File: config.mk
export PLATFORM = sky130hd
export DESIGN_NAME = control_unit_flat
export DESIGN_NICKNAME = d
export VERILOG_FILES = /design/src/rtl/control_unit_if.sv /design/src/rtl/control_unit.sv /design/src/flat_wrapper.sv
export SDC_FILE = /design/constraint.sdc
export NUM_CORES = 1
export LEC_CHECK = 0
export ABC_AREA = 0
export ABC_CLOCK_PERIOD_IN_PS = 2100
export CORE_AREA = 2 2 39 41
export CTS_BUF_LIST = sky130_fd_sc_hd__clkbuf_16
export CTS_CLUSTER_DIAMETER = 50
export DETAILED_ROUTE_END_ITERATION = 10
export DIE_AREA = 0 0 41 43
export DONT_BUFFER_PORTS = 1
export SKIP_CTS_REPAIR_TIMING = 1
export SYNTH_ARGS = -nofsm -noshare
export SYNTH_HDL_FRONTEND = slang
export SYNTH_SLANG_ARGS = --single-unit
File: constraint.sdc
create_clock -name clk -period 2.1 [get_ports clk]
set_input_delay 0.105 -clock clk [delete_from_list [all_inputs] [get_ports clk]]
set_output_delay 0.105 -clock clk [all_outputs]
set_load 0.01 [all_outputs]
File: src/rtl/control_unit_if.sv
// Control/status bundle between control_unit and the accumulator DataPath.
// The step strobe exists only when STEP_EN is defined.
interface control_unit_if;
  logic [2:0] IR75;
  logic       Aeq0;
  logic       Apos;
  logic       enter;
`ifdef STEP_EN
  logic       step;
`endif
  logic       IRload;
  logic       JMPmux;
  logic       PCload;
  logic       Meminst;
  logic       MemWr;
  logic       Aload;
  logic       Sub;
  logic [1:0] Asel;
  logic       halt;
  logic [3:0] state;

  modport master (
`ifdef STEP_EN
    input  step,
`endif
    input  IR75, Aeq0, Apos, enter,
    output IRload, JMPmux, PCload, Meminst, MemWr, Aload, Sub, Asel, halt, state
  );

  modport slave (
`ifdef STEP_EN
    output step,
`endif
    output IR75, Aeq0, Apos, enter,
    input  IRload, JMPmux, PCload, Meminst, MemWr, Aload, Sub, Asel, halt, state
  );
endinterface

File: src/rtl/control_unit.sv
// Fetch/decode/execute sequencer for the 8-bit accumulator DataPath.
// Optional macro STEP_EN: single-step mode, execute states return to START and wait for step.
module control_unit (
  input  logic           clk,
  input  logic           clear,
  control_unit_if.master bus
);

  typedef enum logic [3:0] {
    S_START  = 4'b0000,
    S_FETCH  = 4'b0001,
    S_DECODE = 4'b0010,
    S_INREL  = 4'b0011,
    S_LOAD   = 4'b1000,
    S_STORE  = 4'b1001,
    S_ADD    = 4'b1010,
    S_SUB    = 4'b1011,
    S_INPUT  = 4'b1100,
    S_JZ     = 4'b1101,
    S_JPOS   = 4'b1110,
    S_HALT   = 4'b1111
  } state_e;

  localparam logic [1:0] ASEL_ALU = 2'b00;
  localparam logic [1:0] ASEL_IN  = 2'b01;
  localparam logic [1:0] ASEL_RAM = 2'b10;

`ifdef STEP_EN
  localparam state_e RETURN_STATE = S_START;
`else
  localparam state_e RETURN_STATE = S_FETCH;
`endif

  state_e state_q, state_d;

  logic       irload_c;
  logic       jmpmux_c;
  logic       pcload_c;
  logic       meminst_c;
  logic       memwr_c;
  logic       aload_c;
  logic       sub_c;
  logic [1:0] asel_c;
  logic       halt_c;

  // State register; clear aborts any instruction immediately.
  always_ff @(posedge clk or posedge clear) begin
    if (clear) begin
      state_q <= S_START;
    end else begin
      state_q <= state_d;
    end
  end

  // Next-state logic.
  always_comb begin
    state_d = state_q;
    case (state_q)
      S_START: begin
`ifdef STEP_EN
        state_d = bus.step ? S_FETCH : S_START;
`else
        state_d = S_FETCH;
`endif
      end
      S_FETCH:  state_d = S_DECODE;
      S_DECODE: state_d = state_e'({1'b1, bus.IR75});
      S_LOAD,
      S_STORE,
      S_ADD,
      S_SUB,
      S_JZ,
      S_JPOS:   state_d = RETURN_STATE;
      S_INPUT:  state_d = bus.enter ? S_INREL : S_INPUT;
      // Wait for enter release so one press loads A exactly once.
      S_INREL:  state_d = bus.enter ? S_INREL : RETURN_STATE;
      S_HALT:   state_d = S_HALT;
      default:  state_d = S_START;
    endcase
  end

  // Output decode: Moore except Aload in INPUT and PCload in JZ/JPOS.
  always_comb begin
    irload_c  = 1'b0;
    jmpmux_c  = 1'b0;
    pcload_c  = 1'b0;
    meminst_c = 1'b0;
    memwr_c   = 1'b0;
    aload_c   = 1'b0;
    sub_c     = 1'b0;
    asel_c    = ASEL_ALU;
    halt_c    = 1'b0;
    case (state_q)
      S_FETCH: begin
        irload_c = 1'b1;
        pcload_c = 1'b1;
      end
      S_DECODE: meminst_c = 1'b1;
      S_LOAD: begin
        meminst_c = 1'b1;
        asel_c    = ASEL_RAM;
        aload_c   = 1'b1;
      end
      S_STORE: begin
        meminst_c = 1'b1;
        memwr_c   = 1'b1;
      end
      S_ADD: begin
        meminst_c = 1'b1;
        aload_c   = 1'b1;
      end
      S_SUB: begin
        meminst_c = 1'b1;
        aload_c   = 1'b1;
        sub_c     = 1'b1;
      end
      S_INPUT: begin
        asel_c  = ASEL_IN;
        aload_c = bus.enter;
      end
      S_JZ: begin
        jmpmux_c = 1'b1;
        pcload_c = bus.Aeq0;
      end
      S_JPOS: begin
        jmpmux_c = 1'b1;
        pcload_c = bus.Apos;
      end
      S_HALT:  halt_c = 1'b1;
      default: ;
    endcase
  end

  assign bus.IRload  = irload_c;
  assign bus.JMPmux  = jmpmux_c;
  assign bus.PCload  = pcload_c;
  assign bus.Meminst = meminst_c;
  assign bus.MemWr   = memwr_c;
  assign bus.Aload   = aload_c;
  assign bus.Sub     = sub_c;
  assign bus.Asel    = asel_c;
  assign bus.halt    = halt_c;
  assign bus.state   = 4'(state_q);

endmodule

File: src/flat_wrapper.sv
// flat-port wrapper written by rule: the top's interface ports become plain ports
module control_unit_flat 
  (clk, clear, bus_IR75, bus_Aeq0, bus_Apos, bus_enter, bus_IRload, bus_JMPmux, bus_PCload, bus_Meminst, bus_MemWr, bus_Aload, bus_Sub, bus_Asel, bus_halt, bus_state);
  control_unit_if bus_i ();
  input  logic clk;
  input  logic clear;
  input wire logic [$bits(bus_i.IR75)-1:0] bus_IR75;
  input wire logic [$bits(bus_i.Aeq0)-1:0] bus_Aeq0;
  input wire logic [$bits(bus_i.Apos)-1:0] bus_Apos;
  input wire logic [$bits(bus_i.enter)-1:0] bus_enter;
  output wire logic [$bits(bus_i.IRload)-1:0] bus_IRload;
  output wire logic [$bits(bus_i.JMPmux)-1:0] bus_JMPmux;
  output wire logic [$bits(bus_i.PCload)-1:0] bus_PCload;
  output wire logic [$bits(bus_i.Meminst)-1:0] bus_Meminst;
  output wire logic [$bits(bus_i.MemWr)-1:0] bus_MemWr;
  output wire logic [$bits(bus_i.Aload)-1:0] bus_Aload;
  output wire logic [$bits(bus_i.Sub)-1:0] bus_Sub;
  output wire logic [$bits(bus_i.Asel)-1:0] bus_Asel;
  output wire logic [$bits(bus_i.halt)-1:0] bus_halt;
  output wire logic [$bits(bus_i.state)-1:0] bus_state;
  assign bus_i.IR75 = bus_IR75;
  assign bus_i.Aeq0 = bus_Aeq0;
  assign bus_i.Apos = bus_Apos;
  assign bus_i.enter = bus_enter;
  assign bus_IRload = bus_i.IRload;
  assign bus_JMPmux = bus_i.JMPmux;
  assign bus_PCload = bus_i.PCload;
  assign bus_Meminst = bus_i.Meminst;
  assign bus_MemWr = bus_i.MemWr;
  assign bus_Aload = bus_i.Aload;
  assign bus_Sub = bus_i.Sub;
  assign bus_Asel = bus_i.Asel;
  assign bus_halt = bus_i.halt;
  assign bus_state = bus_i.state;
  control_unit u_core (.clk(clk), .clear(clear), .bus(bus_i));
endmodule
==> results.md <==
* Cell area after layout at roughly 440 um2
* Cell count after synthesis at between 40 and 50
* Detailed Routing Iterations Pass 1 at 4
* Sum of overflow across all layers after global routing at 0
* Critical path, cell by cell: nand2b_1, nand2_1, a21oi_1
* Count of state elements after synthesis at 4
* CTS tree: yes
* Number of pins with negative max-slew slack in the final report at 0
* Setup violations, final at 0
* Buffer and inverter count on the worst path at 0
* Die height at 43 um
* Count of synthesis-stage warnings from yosys at 0
* VDD IR-drop max at roughly 0.0011 V
* RSZ-0062 raised after global routing: false
* Initial antenna violation count at 0
* Flop pwr share at roughly a third
* Top cell types by occurrence after synthesis: nor2_1, nand2_1, a21oi_1, dfrtp_1
* H-tree depth at 1
* Post-synth net total at 57
* Share of the synthesized area in the top cell type at roughly 28%
* Count of buffers inserted at the top-level ports at 0
* Starting density of the core at approximately 26%
* Met1 layer usage reported by global route at between 10% and 20%
* Signal arrival time at the worst endpoint at ~1.5 ns
* Mean Syn Cell Area at around 7.3 um2
* Net count reported at finish at just under 60
* Total routed wirelength at about 900 um
* Share of flip-flops with an asynchronous set or reset at 100.0%
* Final routed wire length divided by cell count at 13.82 um
* Clock insertion delay at the later pin of the skew report at ~0.22 ns
* Highest fanout seen on the critical path at 17
* Crit start category: flop
* Diode count at 0
* Number of maximum-capacitance constraint violations at 0
* Post-detailed-placement cell area at around 350 um2
* Layout fillers at between 150 and 200
* Final clock skew at around 0.0020 ns
* R2R depth at 3
* Share of total power in the clock network at between 30% and 40%
* Final weighted congestion of routability-driven global placement at 0.7299
* Sinks on Clock Net at 4
* Overall fraction of global-route tracks in use at between 10% and 20%
* Ratio of final minimum period to clock period at 76.19%
* Std-Cell Rows at 14
* Largest delay contributor family on the critical path: flip-flops
* Type of destination of the critical path: output port
* Largest cells by area after synthesis: dfrtp_1, nor2_1, buf_4, a21oi_1, nand2_1
* Hold path cells at 2
* Clock-pin transition on the worst setup and hold timing paths at about 0.03 ns
* Post-synthesis instance area at about 360 um2
* Die area at about 0.0018 mm2
* Cell accounting for the most synthesized area: dfrtp_1
* Worst hold path type: primary input to flop
* Delay of the slowest cell on the worst path at ~0.67 ns
* Leading register cell type out of synthesis: dfrtp_1
* Vias in the first global route at just under 300
* DR iter-0 viols at 8
* Fraction of the yosys area taken by sequential cells at approximately 28%
* Setup slack of the most critical reg-to-reg path at ~0.70 ns
* Max-slew headroom at 64.00%
* Number of routed nets with antenna violations at 0
* Max FFs per register at 4
* Total core area at around 0.0014 mm2
* Crit path depth at 3
* Via total after detailed routing at about 360
* Met3 track demand over resource in global routing at between 7 and 8%
* Switching power as a share of total power at ~43%
* Internal at between 400 and 500 uW
* CTS buffer count at 3
* Clock tree buffer depth at 2
* GR Util met2 at between 10 and 15%
* Slew at the pin with the worst max-slew slack at 0.5400 ns
* Maximum number of pins on one net before global-route repair at 18
* Remaining routing DRC violations at 0
* First-pass GRT wire length at around 1.3 mm
* IO Pins at 22
* Startpoint of the worst register-to-register path: u_core.bus.state[1]$_DFF_PP0_
* Fmax at around 630 MHz
* Clock root buffer: clkbuf_16
* Share of layout cells above drive strength 1 at about 12%
* Worst min-delay path endpoint: u_core.bus.state[2]$_DFF_PP0_
* Part of the power in combinational logic at about a third
* Areal power density over the cells at approximately 1900 mW/mm2
* Number of unique standard cell types used by synthesis at 25
* Minimum clock period after layout at about 1.6 ns
* Dpl hpwl at between 600 and 700 um
* Layout overhead on the synthesized area at 21.68%
* End of the worst register-to-register path: u_core.bus.state[1]$_DFF_PP0_
* Most repeated cell in the gate-level netlist after synthesis: nor2_1
* Number of flops mapped to enable cells by yosys at 0
* Critical path required time at around 2.0 ns
* Kind of critical path: flop to output port
* Total count of hold-check failures in the final report at 0
* TNS Setup at 0 ns
* Width of the chip at between 40 and 50 um
* Status: complete, no violations
* Busiest layer in global routing: met2
* LEAKAGE at about 0.00019 uW
* Sw power at between 300 and 400 uW
* Crit-path slowest cell: dfrtp_1
* Detailed-route vias per instance at approximately 5.5
* Beginning of the worst hold path: bus_IR75[2]
-- area by class of cell --
class	count	area, um2	share of cell area [%]
Sequential cell	4	100.1	22.99
Clock buffer	3	75.07	17.24
Timing Repair Buffer	1	10.01	2.299
Tap cell	16	20.02	4.598
Inverter	3	11.26	2.586
Multi-Input combinational cell	38	219.0	50.29
-- cell families (layout without fill, tap and decap cells) --
kind of cell	count (synthesis)	count (layout)	share of synthesized area, %
buffers and inverters	7	7	10.84
AO/OA/AOI/OAI	13	13	22.38
AND/OR/NAND/NOR	25	25	38.81
flip-flops	4	4	27.97
-- placed cells by master (no fill, tap or decap) --
master	count
a21oi_1	4
a21oi_2	1
a311oi_1	1
a31oi_1	2
and3_1	1
and4b_1	1
and4bb_1	1
clkbuf_16	3
dfrtp_1	4
dlygate4sd3_1	1
inv_1	2
inv_2	1
nand2_1	5
nand2b_1	2
nand3_1	1
nand4_1	1
nor2_1	7
nor2b_1	1
nor3_1	3
nor3b_2	1
o21ai_0	1
o21ai_1	2
o22a_1	1
o22ai_1	1
or2b_1	1
-- worst register-to-register path, cell delays in order, from the launching register on --
cell,delay [ns]
dfrtp_1,0.67
and4b_1,0.26
a311oi_1,0.24
a31oi_1,0.08
-- metal layers --
| metal | wire length [um] | share of wire [%] |
|---|---|---|
| met1 | 381 | 42 |
| met2 | 390 | 43 |
| met3 | 115 | 13 |
| met4 | 12 | 1.3 |
| met5 | 0 | 0 |
-- worst max path at each step --
stage | startpoint | end
floorplan | u_core.bus.state[2]$_DFF_PP0_ | bus_Asel[1]
global placement | u_core.bus.state[1]$_DFF_PP0_ | u_core.bus.state[1]$_DFF_PP0_
detailed placement | u_core.bus.state[1]$_DFF_PP0_ | u_core.bus.state[1]$_DFF_PP0_
CTS | u_core.bus.state[1]$_DFF_PP0_ | bus_Aload
global route | u_core.bus.state[1]$_DFF_PP0_ | bus_Aload
finish | u_core.bus.state[1]$_DFF_PP0_ | bus_Aload
-- per-stage QoR --
step	hold slack (ns)	cells	util, %	worst slack (ns)	power, uW
finish	0.09711	65	31.46	0.5001	826.0
global route	0.1073	65	31.46	0.3718	889.1
CTS	-0.3447	64	30.74	0.4862	833.2
detailed placement	-0.1134	61	25.32	0.7107	535.3
global placement	-0.1176	61	25.32	0.6941	532.5
floorplan	-0.1289	49	-	0.9722	507.8
-- power by group through the flow --
stage	clock [uW]	combinational (uW)	sequential, uW
3_3_place_gp	0	272	260
3_5_place_dp	0	275	261
6_report	293	272	261
4_1_cts	297	276	260
2_1_floorplan	0	340	168
5_1_grt	303	310	276
(Power assumes the default switching activity.)
